--- src/rtl/ahb_gpio_ctrl.sv ---
// AHB-Lite GPIO slave: debounced buttons, LED output register, edge IRQ.
// Latency: zero-wait-state bus; input edge to IN change is 2+DEB_CYCLES cycles.
// Backpressure: none; HREADYOUT is tied high and every transfer completes OKAY.
// Optional build macro GPIO_LONGPRESS_EN adds per-channel long-press status at 0x1C.
module ahb_gpio_ctrl #(
    parameter int N_IN        = 5,
    parameter int N_OUT       = 16,
    parameter int DEB_CYCLES  = 1000000,
    parameter int DEB_W       = 20,
    parameter int LONG_CYCLES = 100000000
) (
    input  logic              HCLK,
    input  logic              HRESETn,
    input  logic              HSEL,
    input  logic [31:0]       HADDR,
    input  logic [1:0]        HTRANS,
    input  logic              HWRITE,
    input  logic [2:0]        HSIZE,
    input  logic [31:0]       HWDATA,
    input  logic              HREADY,
    output logic              HREADYOUT,
    output logic              HRESP,
    output logic [31:0]       HRDATA,
    input  logic [N_IN-1:0]   gpio_in,
    output logic [N_OUT-1:0]  gpio_out,
    output logic              irq
);

    localparam logic [DEB_W-1:0] DEB_MAX = DEB_W'(DEB_CYCLES - 1);

    localparam logic [5:0] A_IN   = 6'h00;
    localparam logic [5:0] A_OUT  = 6'h01;
    localparam logic [5:0] A_SET  = 6'h02;
    localparam logic [5:0] A_CLR  = 6'h03;
    localparam logic [5:0] A_TGL  = 6'h04;
    localparam logic [5:0] A_EN   = 6'h05;
    localparam logic [5:0] A_STAT = 6'h06;
`ifdef GPIO_LONGPRESS_EN
    localparam logic [5:0] A_LONG = 6'h07;
`endif

    logic [N_IN-1:0]  sync1;
    logic [N_IN-1:0]  sync2;
    logic [N_IN-1:0]  stable;
    logic [N_IN-1:0]  stable_d;
    logic [N_IN-1:0]  rise;
    logic [DEB_W-1:0] deb_cnt [N_IN];

    logic             dp_vld;
    logic             dp_write;
    logic             dp_word;
    logic [5:0]       dp_addr;
    logic             wr_en;
    logic [N_OUT-1:0] wd_out;
    logic [N_IN-1:0]  wd_in;

    logic [N_IN-1:0]  irq_en;
    logic [N_IN-1:0]  irq_stat;
    logic [N_IN-1:0]  stat_clr;
    logic [N_IN-1:0]  irq_src;
    logic             unused_bits;

    assign HREADYOUT = 1'b1;
    assign HRESP     = 1'b0;

    // Only HADDR[7:2], HTRANS[1] and the low HWDATA bits carry meaning here.
    assign unused_bits = ^{HADDR, HTRANS[0], HWDATA};

    // Two-flop synchroniser for the asynchronous button pins
    always_ff @(posedge HCLK) begin
        if (!HRESETn) begin
            sync1 <= '0;
            sync2 <= '0;
        end else begin
            sync1 <= gpio_in;
            sync2 <= sync1;
        end
    end

    // Debounce: accept a new level only after DEB_CYCLES consecutive differing samples
    always_ff @(posedge HCLK) begin
        if (!HRESETn) begin
            stable <= '0;
            for (int i = 0; i < N_IN; i++) deb_cnt[i] <= '0;
        end else begin
            for (int i = 0; i < N_IN; i++) begin
                if (sync2[i] != stable[i]) begin
                    if (deb_cnt[i] == DEB_MAX) begin
                        stable[i]  <= sync2[i];
                        deb_cnt[i] <= '0;
                    end else begin
                        deb_cnt[i] <= deb_cnt[i] + DEB_W'(1);
                    end
                end else begin
                    deb_cnt[i] <= '0;
                end
            end
        end
    end

    // Delayed copy of the debounced level for rising-edge detection
    always_ff @(posedge HCLK) begin
        if (!HRESETn) stable_d <= '0;
        else          stable_d <= stable;
    end

    assign rise = stable & ~stable_d;

    // Address phase capture; a reset drops any pending data phase
    always_ff @(posedge HCLK) begin
        if (!HRESETn) begin
            dp_vld   <= 1'b0;
            dp_write <= 1'b0;
            dp_word  <= 1'b0;
            dp_addr  <= '0;
        end else if (HSEL && HREADY && HTRANS[1]) begin
            dp_vld   <= 1'b1;
            dp_write <= HWRITE;
            dp_word  <= (HSIZE == 3'b010);
            dp_addr  <= HADDR[7:2];
        end else begin
            dp_vld   <= 1'b0;
        end
    end

    assign wr_en    = dp_vld && dp_write && dp_word;
    assign wd_out   = HWDATA[N_OUT-1:0];
    assign wd_in    = HWDATA[N_IN-1:0];
    assign stat_clr = (wr_en && dp_addr == A_STAT) ? wd_in : '0;

    // Output register with direct, set, clear and toggle write ports
    always_ff @(posedge HCLK) begin
        if (!HRESETn) begin
            gpio_out <= '0;
        end else if (wr_en) begin
            case (dp_addr)
                A_OUT:   gpio_out <= wd_out;
                A_SET:   gpio_out <= gpio_out | wd_out;
                A_CLR:   gpio_out <= gpio_out & ~wd_out;
                A_TGL:   gpio_out <= gpio_out ^ wd_out;
                default: gpio_out <= gpio_out;
            endcase
        end
    end

    // Interrupt enable register
    always_ff @(posedge HCLK) begin
        if (!HRESETn)                         irq_en <= '0;
        else if (wr_en && dp_addr == A_EN)    irq_en <= wd_in;
    end

    // Sticky edge status; a rise in the clearing cycle keeps the bit set
    always_ff @(posedge HCLK) begin
        if (!HRESETn) irq_stat <= '0;
        else          irq_stat <= (irq_stat & ~stat_clr) | rise;
    end

`ifdef GPIO_LONGPRESS_EN
    localparam int            LW        = $clog2(LONG_CYCLES + 1);
    localparam logic [LW-1:0] LONG_MAX  = LW'(LONG_CYCLES - 1);
    localparam logic [LW-1:0] LONG_DONE = LW'(LONG_CYCLES);

    logic [LW-1:0]   hold_cnt [N_IN];
    logic [N_IN-1:0] long_hit;
    logic [N_IN-1:0] long_stat;
    logic [N_IN-1:0] long_clr;

    assign long_clr = (wr_en && dp_addr == A_LONG) ? wd_in : '0;

    // Hold counters run while pressed and park at LONG_DONE so each press fires once
    always_ff @(posedge HCLK) begin
        if (!HRESETn) begin
            for (int i = 0; i < N_IN; i++) hold_cnt[i] <= '0;
        end else begin
            for (int i = 0; i < N_IN; i++) begin
                if (!stable[i])                  hold_cnt[i] <= '0;
                else if (hold_cnt[i] != LONG_DONE) hold_cnt[i] <= hold_cnt[i] + LW'(1);
            end
        end
    end

    // Threshold hit for each channel in the cycle its counter reaches LONG_MAX
    always_comb begin
        long_hit = '0;
        for (int i = 0; i < N_IN; i++)
            long_hit[i] = stable[i] && (hold_cnt[i] == LONG_MAX);
    end

    // Sticky long-press status; a hit in the clearing cycle keeps the bit set
    always_ff @(posedge HCLK) begin
        if (!HRESETn) long_stat <= '0;
        else          long_stat <= (long_stat & ~long_clr) | long_hit;
    end

    assign irq_src = (irq_stat | long_stat) & irq_en;
`else
    assign irq_src = irq_stat & irq_en;
`endif

    // Registered level interrupt
    always_ff @(posedge HCLK) begin
        if (!HRESETn) irq <= 1'b0;
        else          irq <= |irq_src;
    end

    // Read mux on the captured data-phase address
    always_comb begin
        HRDATA = '0;
        if (dp_vld && !dp_write) begin
            case (dp_addr)
                A_IN:    HRDATA = 32'(stable);
                A_OUT:   HRDATA = 32'(gpio_out);
                A_EN:    HRDATA = 32'(irq_en);
                A_STAT:  HRDATA = 32'(irq_stat);
`ifdef GPIO_LONGPRESS_EN
                A_LONG:  HRDATA = 32'(long_stat);
`endif
                default: HRDATA = '0;
            endcase
        end
    end

endmodule

--- config.mk ---
export PLATFORM = sky130hd
export DESIGN_NAME = ahb_gpio_ctrl
export DESIGN_NICKNAME = d
export VERILOG_FILES = /design/src/rtl/ahb_gpio_ctrl.sv
export SDC_FILE = /design/constraint.sdc
export NUM_CORES = 1
export LEC_CHECK = 0
export BUFFER_PORTS_ARGS = -buffer_cell sky130_fd_sc_hd__buf_2
export CORE_ASPECT_RATIO = 1.75
export CORE_MARGIN = 10
export CORE_UTILIZATION = 40
export CTS_BUF_LIST = sky130_fd_sc_hd__clkbuf_4
export CTS_CLUSTER_DIAMETER = 40
export DETAILED_ROUTE_END_ITERATION = 8
export GPL_TIMING_DRIVEN = 0
export RECOVER_POWER = 25
export SLEW_MARGIN = 5
export SYNTH_ARGS = -nofsm -noshare
export SYNTH_HDL_FRONTEND = slang
export SYNTH_SLANG_ARGS = --single-unit
--- constraint.sdc ---
create_clock -name HCLK -period 2.4 [get_ports HCLK]
set_input_delay 0.12 -clock HCLK [delete_from_list [all_inputs] [get_ports HCLK]]
set_output_delay 0.12 -clock HCLK [all_outputs]
set_load 0.01 [all_outputs]
* After elaboration in Yosys (flattened, before gate mapping)
Memories as Yosys holds them, arrays and structs flattened.
Cells that the tools add are included.
** Word-level totals
- Memories :: 1
- Memory bits (writable) :: 100
- Output and inout bits :: 51
- Bits in registers :: 56
- Word-level logic and storage cells :: 157
- Bits in read-only memories :: 0
- Input port bits :: 79
- Latch bits :: 0
** Cells by class
- Shift operators :: 0
- Multiply operators :: 0
- Equality and inequality tests :: 17
- Reductions and logical operators :: 17
- Bitwise logic cells :: 25
- Mux-type cells :: 76
- Order comparisons :: 0
- Divide/modulo/power cells :: 0
- $add $sub $neg :: 5
** Memory list
- deb_cnt :: words 5, width 20, rd ports 5, clocked after Yosys merged registers in 0, write ports 5, RTL line 47 : logic [DEB_W-1:0] deb_cnt [N_IN];
** Operator list (number)
- $mux 20 :: 15
- $pmux 16 s4 :: 2
- $add 20x1->20 const B :: 5
- $eq 20x20->1 const B :: 5
- $mux 1 :: 57
- $eq 6x3->1 const B :: 3
- $and 16x16->16 :: 1
- $mux 16 :: 1
- $not 16->16 :: 1
- $or 16x16->16 :: 1
- $xor 16x16->16 :: 1
- $and 5x5->5 :: 3
- $or 1x1->1 :: 15
- $eq 6x2->1 const B :: 2
- $reduce_and 2->1 :: 6
- $not 5->5 :: 2
- $logic_and 1x1->1 :: 7
- $eq 6x1->1 const B :: 1
- $logic_not 6->1 :: 1
- $mux 5 :: 1
- $ne 1x1->1 :: 5
- $or 5x5->5 :: 1
- $reduce_or 5->1 :: 1
- $reduce_bool 4->1 :: 1
- 2 further kinds :: 2

* Longest topological paths before layout
An unclocked memory read counts as a cell.
- Depth in word-level cells :: 9
- Depth in mapped cells :: 6
- Gate-level depth less buffers :: 6

* Least setup slack after synthesis
No wires, ideal clock.
- Path kind :: register -> register
- From :: mem deb_cnt[1][0]
- To :: mem deb_cnt[1][10], data pin
- Clock period less this slack :: 2006 ps
- Cell stages (with the launch flop) :: 7
- Arrival :: 1740 ps
- Setup time :: 266 ps
- Data required time :: 2134 ps
- Path slack :: 394 ps
- Buffers on the path :: 1
- Path through :: edfxtp_1 -> ha_1 -> and2_1 -> nand3_1 -> o211ai_1 -> clkbuf_1 -> nor2_1
** RTL lines (RTL line)
- start: declaration :: 47

* Worst setup path after layout
- From :: reg dp_addr[1]
- To :: out HRDATA[2]
** Between the ends
- Cells in the longest elaborated chain, start to end :: 3
- Elaborated cells on any way between the ends :: 6
- Those cells by class :: eq/ne: 3; mux: 2; reduce/logical: 1
** RTL lines
- start: declaration :: RTL line 52 : logic [5:0] dp_addr;
- start signal: assignment :: RTL line 120 : dp_addr <= HADDR[7:2];
- $eq 6x3->1 (tied with other cells) :: RTL line 210 : case (dp_addr)
- $pmux 16 s4 (*) :: RTL line 210
- $mux 16 (*) :: RTL line 209 : if (dp_vld && !dp_write) begin
- end: declaration :: RTL line 23 : output logic [31:0] HRDATA,
Every way passes the cells marked *; elsewhere a longest branch is shown, timed or not.

==> results_tabular.tex <==
\begin{tabular}{lr}
\hline
Metric & Value \\
\hline
\multicolumn{2}{l}{\textbf{STA}} \\
Clk\_skew & 24.3 ps \\
Final worst-path cycle share & 97.3\% \\
Max-slew violation count & 0 \\
Final hold violations & 0 \\
Max-Slew Margin vs Limit & 42.0\% \\
Min Tclk post-route & 2340 ps \\
Final worst slack & 64.9 ps \\
Worst hold margin & 86.1 ps \\
Number of setup violations in the final report & 0 \\
Highest achievable clock rate & 428 MHz \\
Slew at the pin closest to its max-slew limit & 861 ps \\
\multicolumn{2}{l}{\textbf{CTS}} \\
CTS tree & yes \\
Clock latency on the worst-skew pair & 580 ps \\
Clk sink count & 156 \\
Clock-pin slew on the worst setup and hold paths & 140 ps \\
Number of levels the H-tree was split into & 4 \\
Number of buffers created by CTS & 17 \\
Clk Tree Root Cell & sky130\_fd\_sc\_hd\_\_clkbuf\_4 \\
Maximum root-to-sink buffer count & 2 \\
\multicolumn{2}{l}{\textbf{Run status}} \\
Outcome & complete, no violations \\
\multicolumn{2}{l}{\textbf{Layout}} \\
Final Net Count & 1291 \\
Number of fill cells in the layout & 2191 \\
Post-route cell area & 10700 um2 \\
Share of layout cells above drive strength 1 & 12.8\% \\
Final standard cell utilization of the core & 49.6\% \\
Layout overhead on the synthesized area & 21.5\% \\
\multicolumn{2}{l}{\textbf{Setup path}} \\
Register-to-register path setup slack & 170 ps \\
Critical path endpoint category & output port \\
Maximum fanout along the worst path & 8 \\
Reg2reg end & deb\_cnt[0][18] \\
Origin of the critical flop-to-flop path & deb\_cnt[0][0] \\
Worst Setup Start Kind & register \\
Number of cells on the worst reg-to-reg path & 6 \\
CP Data Required Time & 2280 ps \\
Crit path DAT & 2220 ps \\
Classification of the worst setup path & register to output port \\
\multicolumn{2}{l}{\textbf{Die}} \\
Horizontal extent of the die & 132 um \\
Starting Density & 40.8\% \\
Ports & 130 \\
Height of the die & 217 um \\
Area of the die & 28700 um2 \\
Core Rows & 71 \\
Core outline area & 21700 um2 \\
\multicolumn{2}{l}{\textbf{Global route}} \\
Antenna violations before repair & 1 \\
Final global-route overflow total & 0 \\
Wire length of the first global-routing pass & 35000 um \\
GRT Total Usage & 14.5\% \\
Via count of the first global-routing pass & 7372 \\
Largest net degree at the start of global routing & 17 \\
\multicolumn{2}{l}{\textbf{Logic synthesis}} \\
Yosys warning count & 0 \\
Synthesized instance count & 936 \\
Primary FF master, synth & sky130\_fd\_sc\_hd\_\_edfxtp\_1 \\
Most frequently used cell type in the post-synthesis netlist & sky130\_fd\_sc\_hd\_\_edfxtp\_1 \\
Netlist cell types & 48 \\
Leading cell types by total area after synthesis & sky130\_fd\_sc\_hd\_\_edfxtp\_1, sky130\_fd\_sc\_hd\_\_dfxtp\_1, sky130\_fd\_sc\_hd\_\_ha\_1 \\
Synthesized flop and latch total & 156 \\
Sequential fraction of the synthesis area & 46.7\% \\
Syn Std Cell Area & 8840 um2 \\
Most frequent cells after synthesis & sky130\_fd\_sc\_hd\_\_edfxtp\_1, sky130\_fd\_sc\_hd\_\_nor2\_1, sky130\_fd\_sc\_hd\_\_o21ai\_0, sky130\_fd\_sc\_hd\_\_inv\_1 \\
Post-synth top area cell & sky130\_fd\_sc\_hd\_\_edfxtp\_1 \\
Average cell area after synthesis & 9.44 um2 \\
Number of flops mapped to enable cells by yosys & 100 \\
Top-area cell type share of the netlist area & 34.0\% \\
Share of async-settable or async-resettable flops after synthesis & 0\% \\
\multicolumn{2}{l}{\textbf{Drt}} \\
Routed Wire Length & 20800 um \\
Detailed-route via count & 7383 \\
Number of design-rule violations left by the first detailed-router iteration & 339 \\
First-pass DRT Iterations & 5 \\
Number of routed nets with antenna violations & 0 \\
Count of unresolved DRC violations after routing & 0 \\
Vias per std cell & 4.99 \\
Final routed wire length divided by cell count & 14.0 um \\
\multicolumn{2}{l}{\textbf{Power}} \\
Static leakage & 4.12 nW \\
Final total power & 0.00506 W \\
Power density of the placed cells & 471 nW/um2 \\
Worst VDD drop & 260 uV \\
\multicolumn{2}{l}{\textbf{Min path}} \\
Worst-case hold path end point & dp\_addr[0] \\
Beginning of the worst hold path & HSEL \\
Cell depth of the worst hold path & 4 \\
Kind of path behind the tightest hold check & input pin to register \\
\multicolumn{2}{l}{\textbf{Placement}} \\
Detailed placement HPWL & 15400 um \\
Instance area after placement & 9970 um2 \\
\# port buffers & 67 \\
Worst slack after detailed placement & -243 ps \\
Final RePlAce weighted congestion & 0.793 \\
\multicolumn{2}{l}{\textbf{Job}} \\
Max Cap Violations & 0 \\
\hline
\end{tabular}
[metal layers]
metal,part of all wire [%],GRT usage (%),vias to the layer above,wire length [um]
li1,-,-,3735,-
met1,40,14.4,3473,8200
met2,55,27.9,142,11400
met3,3.3,3.08,33,680
met4,2.2,6.11,0,447
met5,0,0,-,0
[cells in the final DEF, fill, tap and decap left out, types with 17 or more instances in the layout]
cell / count
sky130_fd_sc_hd__nand3_1: 56
sky130_fd_sc_hd__and2_1: 17
sky130_fd_sc_hd__and3_1: 26
sky130_fd_sc_hd__conb_1: 118
sky130_fd_sc_hd__edfxtp_1: 100
sky130_fd_sc_hd__or3_1: 27
sky130_fd_sc_hd__clkbuf_4: 18
sky130_fd_sc_hd__xor2_1: 39
sky130_fd_sc_hd__ha_1: 36
sky130_fd_sc_hd__a21oi_1: 48
sky130_fd_sc_hd__buf_4: 32
sky130_fd_sc_hd__a31oi_1: 32
sky130_fd_sc_hd__o21a_1: 20
sky130_fd_sc_hd__dlygate4sd3_1: 32
sky130_fd_sc_hd__nand4_1: 26
sky130_fd_sc_hd__clkbuf_1: 48
sky130_fd_sc_hd__nor2_1: 78
sky130_fd_sc_hd__dfxtp_1: 50
sky130_fd_sc_hd__xnor2_1: 22
sky130_fd_sc_hd__buf_2: 53
sky130_fd_sc_hd__o21ai_0: 62
sky130_fd_sc_hd__inv_1: 57
sky130_fd_sc_hd__nand2_1: 39
[power by group]
part	internal [W]	switching (W)
registers	0.00293	0.0000898
clock network	0.000630	0.000992
logic	0.000186	0.000232
[cell families after synthesis]
group,count (synthesis),synth area share (%)
other cells,2,0.0850
buf+inv,125,6.16
flops,156,46.7
compound gates,202,13.6
xor+xnor,61,6.04
mux,5,0.566
simple gates,348,21.7
fa+ha+maj,37,5.24
[metrics by stage]
step	instances	setup TNS, ps
after floorplan	1052	0
after global placement	1411	-1890
after detailed placement	1411	-2460
after CTS	1473	-8.79
after global routing	1481	-53.9
final	1481	0
[how the worst max path moves through the flow]
stage               cells past startpoint  slack, ps          start        endpoint
floorplan                               6        390  deb_cnt[1][0]  deb_cnt[1][10]
global placement                        6       -180  deb_cnt[1][0]   deb_cnt[1][8]
detailed placement                      6       -240  deb_cnt[1][0]   deb_cnt[1][9]
CTS                                     8         -9     dp_addr[0]       HRDATA[1]
global route                            7        -20     dp_addr[1]       HRDATA[1]
finish                                  7         60     dp_addr[1]       HRDATA[2]
[area by class of cell]
type | count | area [um2] | area share (%)
multi-input cells | 771 | 4690 | 43.7
plain buffers | 60 | 314 | 2.92
diodes | 1 | 2.50 | 0.0233
clock buffers | 18 | 135 | 1.26
repair buffers | 112 | 737 | 6.86
inverters | 57 | 214 | 1.99
clock inverters | 14 | 144 | 1.34
well taps | 292 | 365 | 3.40
flip-flops and latches | 156 | 4140 | 38.5
[flip-flops by register name (all words and copies together), names as in the netlist]
name      cells
deb_cnt     100
gpio_out     16
dp_addr       6
irq_en        5
irq_stat      5
stable        5
stable_d      5
sync1         5
sync2         5
dp_vld        1
dp_word       1
dp_write      1
irq           1
[worst max-delay path: stages, from the launching register on]
cell	delay, ps
sky130_fd_sc_hd__dfxtp_4	410
sky130_fd_sc_hd__buf_4	140
sky130_fd_sc_hd__and2_1	140
sky130_fd_sc_hd__and3_4	200
sky130_fd_sc_hd__o41ai_4	320
sky130_fd_sc_hd__buf_4	220
sky130_fd_sc_hd__a21oi_2	50
sky130_fd_sc_hd__buf_2	150
[repair_timing]
item,in CTS,in global routing
hold endpoints to repair,40,0
resized for setup,30,18
pin swaps,3,5
setup buffers,4,10
endpoints found under the setup margin,26,24
hold buffers,32,0
No activity file was read; power rests on OpenSTA's default activity.
